`src/rtl/sdr_read_path_pkg.sv`:
```
// Shared SDRAM parameters and read-path flag payload.
// The write data path uses the same defaults.
package sdr_read_path_pkg;

  localparam int unsigned SDR_DSIZE   = 16;
  localparam int unsigned SDR_CAS_LAT = 3;
  localparam int unsigned SDR_LSIZE   = 9;

  // Per-word control flags that travel down the CAS-latency pipe next to the data slot
  typedef struct packed {
    logic exp;   // a word is expected on DQ in the matching cycle
    logic lst;   // final word of a normally completed burst
    logic abt;   // final word of a terminated burst
  } rd_flags_t;

  localparam int unsigned RD_FLAGS_W = $bits(rd_flags_t);

endpackage

```
`src/rtl/sdr_read_path_if.sv`:
```
// Read-path bus between the SDRAM command sequencer and the read data capture.
interface sdr_read_path_if #(
  parameter int unsigned DSIZE = sdr_read_path_pkg::SDR_DSIZE,
  parameter int unsigned LSIZE = sdr_read_path_pkg::SDR_LSIZE
) ();

  logic             RD_CMD;
  logic [LSIZE-1:0] RD_LEN;
  logic             TERM;
  logic [DSIZE-1:0] DQIN;
  logic [DSIZE-1:0] RDATA;
  logic             RDATA_VALID;
  logic             RDATA_LAST;
  logic             RD_ABORT;
  logic             BUSY;
  logic             ERR;

  modport master (
    output RD_CMD, RD_LEN, TERM, DQIN,
    input  RDATA, RDATA_VALID, RDATA_LAST, RD_ABORT, BUSY, ERR
  );

  modport slave (
    input  RD_CMD, RD_LEN, TERM, DQIN,
    output RDATA, RDATA_VALID, RDATA_LAST, RD_ABORT, BUSY, ERR
  );

endinterface

```
`src/rtl/sdr_dly_line.sv`:
```
// Fixed-depth shift register with synchronous clear.
// Also reports the OR of every stage so callers can tell whether anything is in flight.
module sdr_dly_line #(
  parameter int unsigned WIDTH = 1,
  parameter int unsigned DEPTH = 1
) (
  input  logic             CLK,
  input  logic             clr,
  input  logic [WIDTH-1:0] din,
  output logic [WIDTH-1:0] dout,
  output logic [WIDTH-1:0] any_c
);

  logic [WIDTH-1:0] stage_q [0:DEPTH-1];

  always_ff @(posedge CLK) begin
    if (clr) begin
      for (int i = 0; i < int'(DEPTH); i++) stage_q[i] <= '0;
    end else begin
      stage_q[0] <= din;
      for (int i = 1; i < int'(DEPTH); i++) stage_q[i] <= stage_q[i-1];
    end
  end

  assign dout = stage_q[DEPTH-1];

  always_comb begin
    any_c = '0;
    for (int i = 0; i < int'(DEPTH); i++) any_c = any_c | stage_q[i];
  end

endmodule

```
`src/rtl/sdr_read_path.sv`:
```
// SDRAM read data path: tracks issued burst words and captures DQ after CAS latency,
// tagging each captured word as normal-last or aborted-last.
module sdr_read_path
  import sdr_read_path_pkg::*;
#(
  parameter int unsigned DSIZE   = SDR_DSIZE,
  parameter int unsigned CAS_LAT = SDR_CAS_LAT,
  parameter int unsigned LSIZE   = SDR_LSIZE
) (
  input logic             CLK,
  input logic             RESET_N,
  sdr_read_path_if.slave  bus
);

  // One stage resolves a word's abort flag, the delay line covers the rest of CAS latency
  localparam int unsigned DLY_DEPTH = CAS_LAT - 1;

  logic [LSIZE-1:0] rem_q, rem_d;
  logic             iss_exp_q, iss_exp_d;
  logic             iss_lst_q, iss_lst_d;
  logic             accept_c;
  logic             abort_c;
  logic             busy_d;
  rd_flags_t        res_c;
  rd_flags_t        dly_c;
  rd_flags_t        pend_c;

  logic [DSIZE-1:0] rdata_q;
  logic             rdata_valid_q;
  logic             rdata_last_q;
  logic             rd_abort_q;
  logic             busy_q;
  logic             err_q;

  // Issue tracking: accept, terminate or count down the current burst
  always_comb begin
    rem_d     = rem_q;
    iss_exp_d = 1'b0;
    iss_lst_d = 1'b0;
    accept_c  = bus.RD_CMD && (rem_q <= LSIZE'(1)) && (bus.RD_LEN != '0);
    if (accept_c) begin
      rem_d     = bus.RD_LEN - LSIZE'(1);
      iss_exp_d = 1'b1;
      iss_lst_d = (bus.RD_LEN == LSIZE'(1));
    end else if (bus.TERM) begin
      rem_d = '0;
    end else if (rem_q != '0) begin
      rem_d     = rem_q - LSIZE'(1);
      iss_exp_d = 1'b1;
      iss_lst_d = (rem_q == LSIZE'(1));
    end
    // Last cycle's word is cut short when a terminate or a new READ lands before its burst finished
    abort_c   = (accept_c || bus.TERM) && iss_exp_q && !iss_lst_q;
    res_c.exp = iss_exp_q;
    res_c.lst = iss_lst_q;
    res_c.abt = abort_c;
    busy_d    = (rem_d != '0) || iss_exp_d || iss_exp_q || (|pend_c);
  end

  sdr_dly_line #(
    .WIDTH (RD_FLAGS_W),
    .DEPTH (DLY_DEPTH)
  ) u_dly (
    .CLK   (CLK),
    .clr   (!RESET_N),
    .din   (res_c),
    .dout  (dly_c),
    .any_c (pend_c)
  );

  always_ff @(posedge CLK) begin
    if (!RESET_N) begin
      rem_q         <= '0;
      iss_exp_q     <= 1'b0;
      iss_lst_q     <= 1'b0;
      rdata_q       <= '0;
      rdata_valid_q <= 1'b0;
      rdata_last_q  <= 1'b0;
      rd_abort_q    <= 1'b0;
      busy_q        <= 1'b0;
      err_q         <= 1'b0;
    end else begin
      rem_q         <= rem_d;
      iss_exp_q     <= iss_exp_d;
      iss_lst_q     <= iss_lst_d;
      rdata_valid_q <= dly_c.exp;
      rdata_last_q  <= dly_c.exp && dly_c.lst;
      rd_abort_q    <= dly_c.exp && dly_c.abt;
      busy_q        <= busy_d;
      err_q         <= bus.RD_CMD && !accept_c;
      if (dly_c.exp) rdata_q <= bus.DQIN;
    end
  end

  assign bus.RDATA       = rdata_q;
  assign bus.RDATA_VALID = rdata_valid_q;
  assign bus.RDATA_LAST  = rdata_last_q;
  assign bus.RD_ABORT    = rd_abort_q;
  assign bus.BUSY        = busy_q;
  assign bus.ERR         = err_q;

endmodule

```
`src/flat_wrapper.sv`:
```
// flat-port wrapper written by rule: the top's interface ports become plain ports
module sdr_read_path_flat import sdr_read_path_pkg::*;
#(
  parameter int unsigned DSIZE   = SDR_DSIZE,
  parameter int unsigned CAS_LAT = SDR_CAS_LAT,
  parameter int unsigned LSIZE   = SDR_LSIZE
)
  (CLK, RESET_N, bus_RD_CMD, bus_RD_LEN, bus_TERM, bus_DQIN, bus_RDATA, bus_RDATA_VALID, bus_RDATA_LAST, bus_RD_ABORT, bus_BUSY, bus_ERR);
  sdr_read_path_if #(.DSIZE(DSIZE), .LSIZE(LSIZE)) bus_i ();
  input logic CLK;
  input logic RESET_N;
  input wire logic [$bits(bus_i.RD_CMD)-1:0] bus_RD_CMD;
  input wire logic [$bits(bus_i.RD_LEN)-1:0] bus_RD_LEN;
  input wire logic [$bits(bus_i.TERM)-1:0] bus_TERM;
  input wire logic [$bits(bus_i.DQIN)-1:0] bus_DQIN;
  output wire logic [$bits(bus_i.RDATA)-1:0] bus_RDATA;
  output wire logic [$bits(bus_i.RDATA_VALID)-1:0] bus_RDATA_VALID;
  output wire logic [$bits(bus_i.RDATA_LAST)-1:0] bus_RDATA_LAST;
  output wire logic [$bits(bus_i.RD_ABORT)-1:0] bus_RD_ABORT;
  output wire logic [$bits(bus_i.BUSY)-1:0] bus_BUSY;
  output wire logic [$bits(bus_i.ERR)-1:0] bus_ERR;
  assign bus_i.RD_CMD = bus_RD_CMD;
  assign bus_i.RD_LEN = bus_RD_LEN;
  assign bus_i.TERM = bus_TERM;
  assign bus_i.DQIN = bus_DQIN;
  assign bus_RDATA = bus_i.RDATA;
  assign bus_RDATA_VALID = bus_i.RDATA_VALID;
  assign bus_RDATA_LAST = bus_i.RDATA_LAST;
  assign bus_RD_ABORT = bus_i.RD_ABORT;
  assign bus_BUSY = bus_i.BUSY;
  assign bus_ERR = bus_i.ERR;
  sdr_read_path #(.DSIZE(DSIZE), .CAS_LAT(CAS_LAT), .LSIZE(LSIZE)) u_core (.CLK(CLK), .RESET_N(RESET_N), .bus(bus_i));
endmodule
```
`config.mk`:
```
export PLATFORM = sky130hd
export DESIGN_NAME = sdr_read_path_flat
export DESIGN_NICKNAME = d
export VERILOG_FILES = /design/src/rtl/sdr_read_path_pkg.sv /design/src/rtl/sdr_read_path_if.sv /design/src/rtl/sdr_dly_line.sv /design/src/rtl/sdr_read_path.sv /design/src/flat_wrapper.sv
export SDC_FILE = /design/constraint.sdc
export NUM_CORES = 1
export LEC_CHECK = 0
export CAP_MARGIN = 0
export CORE_AREA = 2 2 68 70
export DETAILED_ROUTE_END_ITERATION = 12
export DIE_AREA = 0 0 70 72
export GPL_TIMING_DRIVEN = 0
export MAX_ROUTING_LAYER = met4
export PLACE_DENSITY_LB_ADDON = 0.2
export SLEW_MARGIN = 20
export SYNTH_ARGS = -nofsm -noshare
export SYNTH_HDL_FRONTEND = slang
export SYNTH_SLANG_ARGS = --single-unit
```
`constraint.sdc`:
```
create_clock -name CLK -period 1.8 [get_ports CLK]
set_input_delay 0.36 -clock CLK [delete_from_list [all_inputs] [get_ports CLK]]
set_output_delay 0.36 -clock CLK [all_outputs]
set_load 0.01 [all_outputs]
```
==> Yosys cells after proc, flatten, opt, wreduce, memory -nomap -nowiden <==
Memories as Yosys holds them, arrays and structs flattened.
Index checks and enable logic that the tools add are counted.
{ "op_classes": {"add_sub_neg": 2, "order_cmp": 1, "eq_ne": 2, "muxes": 13, "bitwise_logic": 3, "reduce_logical": 17} }
{ "ops": {"columns": ["operator", "count"], "rows": [
  ["two-way mux 9 bit", 3],
  ["nonzero test 9 bit", 3],
  ["equality test 9 x 1 -> 1 bit (second input constant)", 2],
  ["subtractor 9 x 1 -> 9 bit (second input constant)", 2],
  ["<= comparator 9 x 1 -> 1 bit (second input constant)", 1],
  ["two-way mux 1 bit", 8],
  ["logical AND 1 bit", 7],
  ["two-way mux 3 bit", 2],
  ["logical OR 1 bit", 4],
  ["bitwise OR 3 bit", 1],
  ["OR reduction 3 bit", 1],
  ["logical NOT 1 bit", 2],
  ["bitwise OR 1 bit", 2]
]} }
{ "totals": {"register_bits": 32, "ram_bits": 6, "input_bits": 29, "memories": 1} }
{ "memory_table": {"columns": ["name", "words", "word_bits", "rd", "rd_clocked_by_memory_dff", "wr", "line", "source"], "rows": [
  ["u_core.u_dly.stage_q", 2, 3, 2, 0, 2, "sdr_dly_line.sv:14", "logic [WIDTH-1:0] stage_q [0:DEPTH-1];"]
]} }

==> Logic depth before layout (Yosys ltp) <==
{ "logic_depth": {"word_depth": 8, "depth_mapped": 8} }

==> Modules after synthesis <==
From an unflattened synthesis, not the netlist that was laid out.
{ "hier_totals": {"cells_unflattened": 194, "hier_area_um2": 1803.0} }
{ "by_module_without_submodules": {"columns": ["module", "n_inst", "cells_each", "area_each_um2", "seq_area_each_um2"], "rows": [
  ["sdr_read_path", 1, 176, 1604.0, 640.6],
  ["sdr_dly_line", 1, 18, 198.9, 120.1]
]} }

==> Least setup slack after synthesis <==
OpenSTA, ideal clock, no wires.
{ "synth_timing": {"kind": "input to register", "start": "in bus_RD_LEN[1]", "end": "reg u_core.busy_q, in the netlist u_core.bus.BUSY", "setup_time_ps": 125, "arrival_time_ps": 1735, "required_time_ps": 1675, "slack_ps": -60, "stages": 8, "cell_sequence": "inv_1 > ha_1 > or3b_1 > clkbuf_1 > nor3_2 > buf_4 > o221ai_2 > o41a_1"} }
{ "synth_between": {"elab_chain_cells": 7, "elab_cells_between_ends": 9} }
{ "synth_lines": {"columns": ["element", "line", "source"], "rows": [
  ["from (decl)", "flat_wrapper.sv:13", "input wire logic [$bits(bus_i.RD_LEN)-1:0] bus_RD_LEN;"],
  ["branches (longest 4 deep; another with subtractor 9 x 1 -> 9 bit)", null, null],
  ["logical OR 1 bit * (3 in series)", "sdr_read_path.sv:57", "busy_d = (rem_d != '0) || iss_exp_d || iss_exp_q || (|pend_c);"],
  ["to (signal assigned)", "sdr_read_path.sv:89", "busy_q <= busy_d;"],
  ["to (decl)", "sdr_read_path.sv:32", "logic busy_q;"]
]} }
Every way passes the cells marked *.
A chain may end at the register's enable or synchronous reset.

==> Final worst setup path <==
{ "layout_timing": {"start": "in bus_RD_LEN[6]", "end": "reg u_core.rem_q[2]"} }
{ "layout_between": {"elab_chain_cells": 3} }
{ "layout_lines": {"columns": ["element", "line", "source"], "rows": [
  ["nonzero test 9 bit", "sdr_read_path.sv:40", "accept_c = bus.RD_CMD && (rem_q <= LSIZE'(1)) && (bus.RD_LEN != '0);"],
  ["logical AND 1 bit", "sdr_read_path.sv:40", null],
  ["two-way mux 9 bit", "sdr_read_path.sv:41", "if (accept_c) begin"],
  ["to (signal assigned)", "sdr_read_path.sv:83", "rem_q <= rem_d;"],
  ["to (decl)", "sdr_read_path.sv:18", "logic [LSIZE-1:0] rem_q, rem_d;"]
]} }
No other way between the ends.

==> results_dict.tcl <==
set metrics [dict create \
    root_buffer "clkbuf_8" \
    r2r_cells 4 \
    internal-power_mw 2.126 \
    place_congestion 0.8591 \
    via_per_inst 5.306 \
    yosys.area_share.simple_pct 21.62 \
    start_util_pct 41.26 \
    slew_headroom_pct 66.91 \
    clk_latency_ns 0.29 \
    maxSlewViolCount 0 \
    dr.pass1.iters 4 \
    power_switching_mw 1.158 \
    hold_path_class "in -> reg" \
    worst_path_largest_cell_delay_ns 0.57 \
    synthMostInstantiatedCell "dfxtp_1" \
    syn_area_per_cell_um2 9.613 \
    tightest_slew_ns 0.4963 \
    synth_area_leaders "dfxtp_1 (43%), mux2i_1 (9.7%), nor2_1 (4.9%)" \
    fmax_mhz 573.0 \
    min_period_ns 1.745 \
    cts_tree "built" \
    yosysTopAreaCellShare_pct 43.24 \
    grt_pass1_wl_um 7051 \
    ios 50 \
    synth_edf_count 0 \
    hp-start "bus_RD_LEN[4]" \
    swShare_pct 35.26 \
    rows 24 \
    remaining_drc_errors 0 \
    place_hpwl_um 2957 \
    synthXorXnorAreaFrac_pct 3.485 \
    whs_endpoint "u_core.rem_q[4]" \
    fp.dieH_um 72 \
    combPwrFrac_pct 44.5 \
    setup_violations 0 \
    dp.cells 284 \
    die-area_um2 5040 \
    cp_data_required_time_ns 1.99 \
    yosysWarningCount 0 \
    end_kind "register" \
    port_buffers 49 \
    yosysUniqueCellTypes 47 \
    min_path_cells 4 \
    worstPathMaxFanout 3 \
    p_leak_nw 0.9748 \
    nNetsFinal 281 \
    grt_usage_pct 18.15 \
    synthMuxAreaShare_pct 9.673 \
    setup.worst_path.start_class "input port" \
    ant_nets 0 \
    antenna_found_initial 0 \
    vias 1597 \
    rrSetupSlack_ns 0.06 \
    drv_cap 0 \
    cp_cell_sequence "clkdlybuf4s15_1, or4_4, nor3_4, buf_6, buf_4, buf_4, o32ai_1, and2_1" \
    synth_compound_area_share_pct 15.29 \
    sequentialPowerShare_pct 33.9 \
    async_reset_ff_share_pct 0 \
    synth_top_family_by_area "simple AND/OR/NAND/NOR gates" \
    reg2reg_from "u_core.rem_q[2]" \
    finish.utilization_pct 60.12 \
    p_clk_share_pct 21.6 \
    path_class "in -> reg" \
    area_delta_synth_final_pct 45.73 \
    wl_per_cell_um 14.36 \
    fin_skew_ns 0.002087 \
    yosys-top-cells-count "dfxtp_1 (38), nor2_1 (23), mux2i_1 (17), and2_1 (9), a21oi_1 (7)" \
    ctsHoldBuffers 0 \
    core-area_um2 4264 \
    grt_max_degree 13 \
    synth_top_flop_cell "dfxtp_1" \
    wirelength_um 4322 \
    hold_viol 0 \
    syn_area_um2 1759 \
    cts.sink_count 38 \
    p_total_mw 3.283 \
    powerDensity_nw_per_um2 1281 \
    critical_path_arrival_ns 1.94 \
    clockBufferDepth 2 \
    grt_pass1_vias 1574 \
    syn_inst 183 \
    ys_ff_latch 38 \
    period_share_pct 96.96 \
    stdcell_count 301 \
    diodes 0 \
    synth_top_area_cell "dfxtp_1" \
    ir_worst_vdd_v 0.0005079 \
    cts_inserted_buffers 5 \
    synthAdderAreaFrac_pct 2.845 \
    cp_common_cell "buf_4" \
    clk_pin_slew_ns 0.07 \
    syn-num-nets 216 \
    grt_overflow 0 \
    outcome "complete, no violations" \
    yosysSeqAreaShare_pct 43.24 \
    drive_above_1_share_pct 18.47 \
    die_w_um 70 \
    h-tree-depth 2 \
    slowest_stage "or4_4" \
    reg2reg_to "u_core.rem_q[5]" \
    drt_iter0_drc 64 \
]
==> power groups by stage <==
stage          Clock (mW)  Combinational, mW  Sequential (mW)
3_5_place_dp            0               1.16             1.11
2_1_floorplan           0              0.821             1.11
5_1_grt             0.768               1.57             1.13
4_1_cts             0.732               1.27             1.10
3_3_place_gp            0               1.15             1.11
6_report            0.709               1.46             1.11
==> metrics by stage <==
step / area [um^2] / TNS [ns] / setup slack [ns] / hold WS [ns]
floorplan: 1760 / -0.04693 / -0.04693 / 0.4205
global placement: 2316 / -6.537 / -0.6795 / 0.4344
detailed placement: 2316 / -6.756 / -0.6954 / 0.4427
CTS: 2506 / 0 / 0.001860 / 0.4560
global route: 2564 / -0.06850 / -0.02997 / 0.4531
finish: 2564 / 0 / 0.05468 / 0.4361
==> worst max-delay path, delay by kind of cell <==
kind | cells | cell delay, ns
simple gates | 3 | 0.94
buf+inv | 4 | 0.55
compound gates | 1 | 0.08
==> sequential cells by signal (all words and copies together), names as in the netlist <==
register / cells
u_core.bus.BUSY: 1
u_core.bus.ERR: 1
u_core.bus.RDATA: 16
u_core.bus.RDATA_LAST: 1
u_core.bus.RDATA_VALID: 1
u_core.bus.RD_ABORT: 1
u_core.iss_exp_q: 1
u_core.iss_lst_q: 1
u_core.rem_q: 9
u_core.u_dly.stage_q: 6
==> area by class of cell <==
class | instances | area [um^2]
sequential | 38 | 762.0
timing repair buffer | 59 | 551.8
buffer | 8 | 42.54
inverter | 7 | 26.28
clock buffer | 5 | 68.82
fill | 391 | 1700
multi-input combinational | 129 | 1007
tap | 52 | 65.06
clock inverter | 3 | 40.04
==> per-layer routing <==
layer	wire, um	share of wire (%)	track usage (%)	up-vias
li1	-	-	-	790
met1	1901	44	21.54	743
met2	2061	48	29.52	51
met3	244	5.6	4.583	13
met4	115	2.7	7.692	0
met5	0	0	-	-
==> what timing repair did <==
action / CTS / global route
pin swaps: 6 / 5
endpoints found under the setup margin: 14 / 13
resized for setup: 23 / 15
setup buffers: 8 / 2
==> cell usage in the layout, fill, tap and decap left out, types with 3 or more instances in the layout <==
cell,instances
o21ai_1,3
nor2_1,23
inv_1,3
clkbuf_2,3
clkdlybuf4s50_1,41
and2_1,9
mux2i_1,17
nand2_1,5
or4_1,3
or3_1,3
dlygate4sd2_1,3
nor4_1,3
o21ai_0,5
buf_2,4
inv_2,4
and3_1,3
nor3_1,4
clkbuf_8,5
dfxtp_1,37
buf_4,9
a21oi_1,7
clkbuf_1,3
xnor2_1,5
==> how the worst max path moves through the flow <==
stage,startpoint,end,slack [ns],depth (start not counted)
2_1_floorplan,bus_RD_LEN[1],u_core.bus.BUSY,-0.05,8
3_3_place_gp,bus_RD_LEN[0],u_core.bus.BUSY,-0.68,9
3_5_place_dp,bus_RD_LEN[0],u_core.bus.BUSY,-0.70,9
4_1_cts,bus_RD_LEN[1],u_core.bus.BUSY,0.002,8
5_1_grt,u_core.rem_q[2],u_core.rem_q[5],-0.03,4
6_report,bus_RD_LEN[6],u_core.rem_q[2],0.05,8
==> kinds of logic after synthesis <==
family	Yosys count
AO/OA/AOI/OAI	36
XOR/XNOR	7
adder cells (fa/ha/maj)	4
buffers and inverters	16
flip-flops	38
multiplexers	17
AND/OR/NAND/NOR	65
No activity file was read; power rests on OpenSTA's default activity.
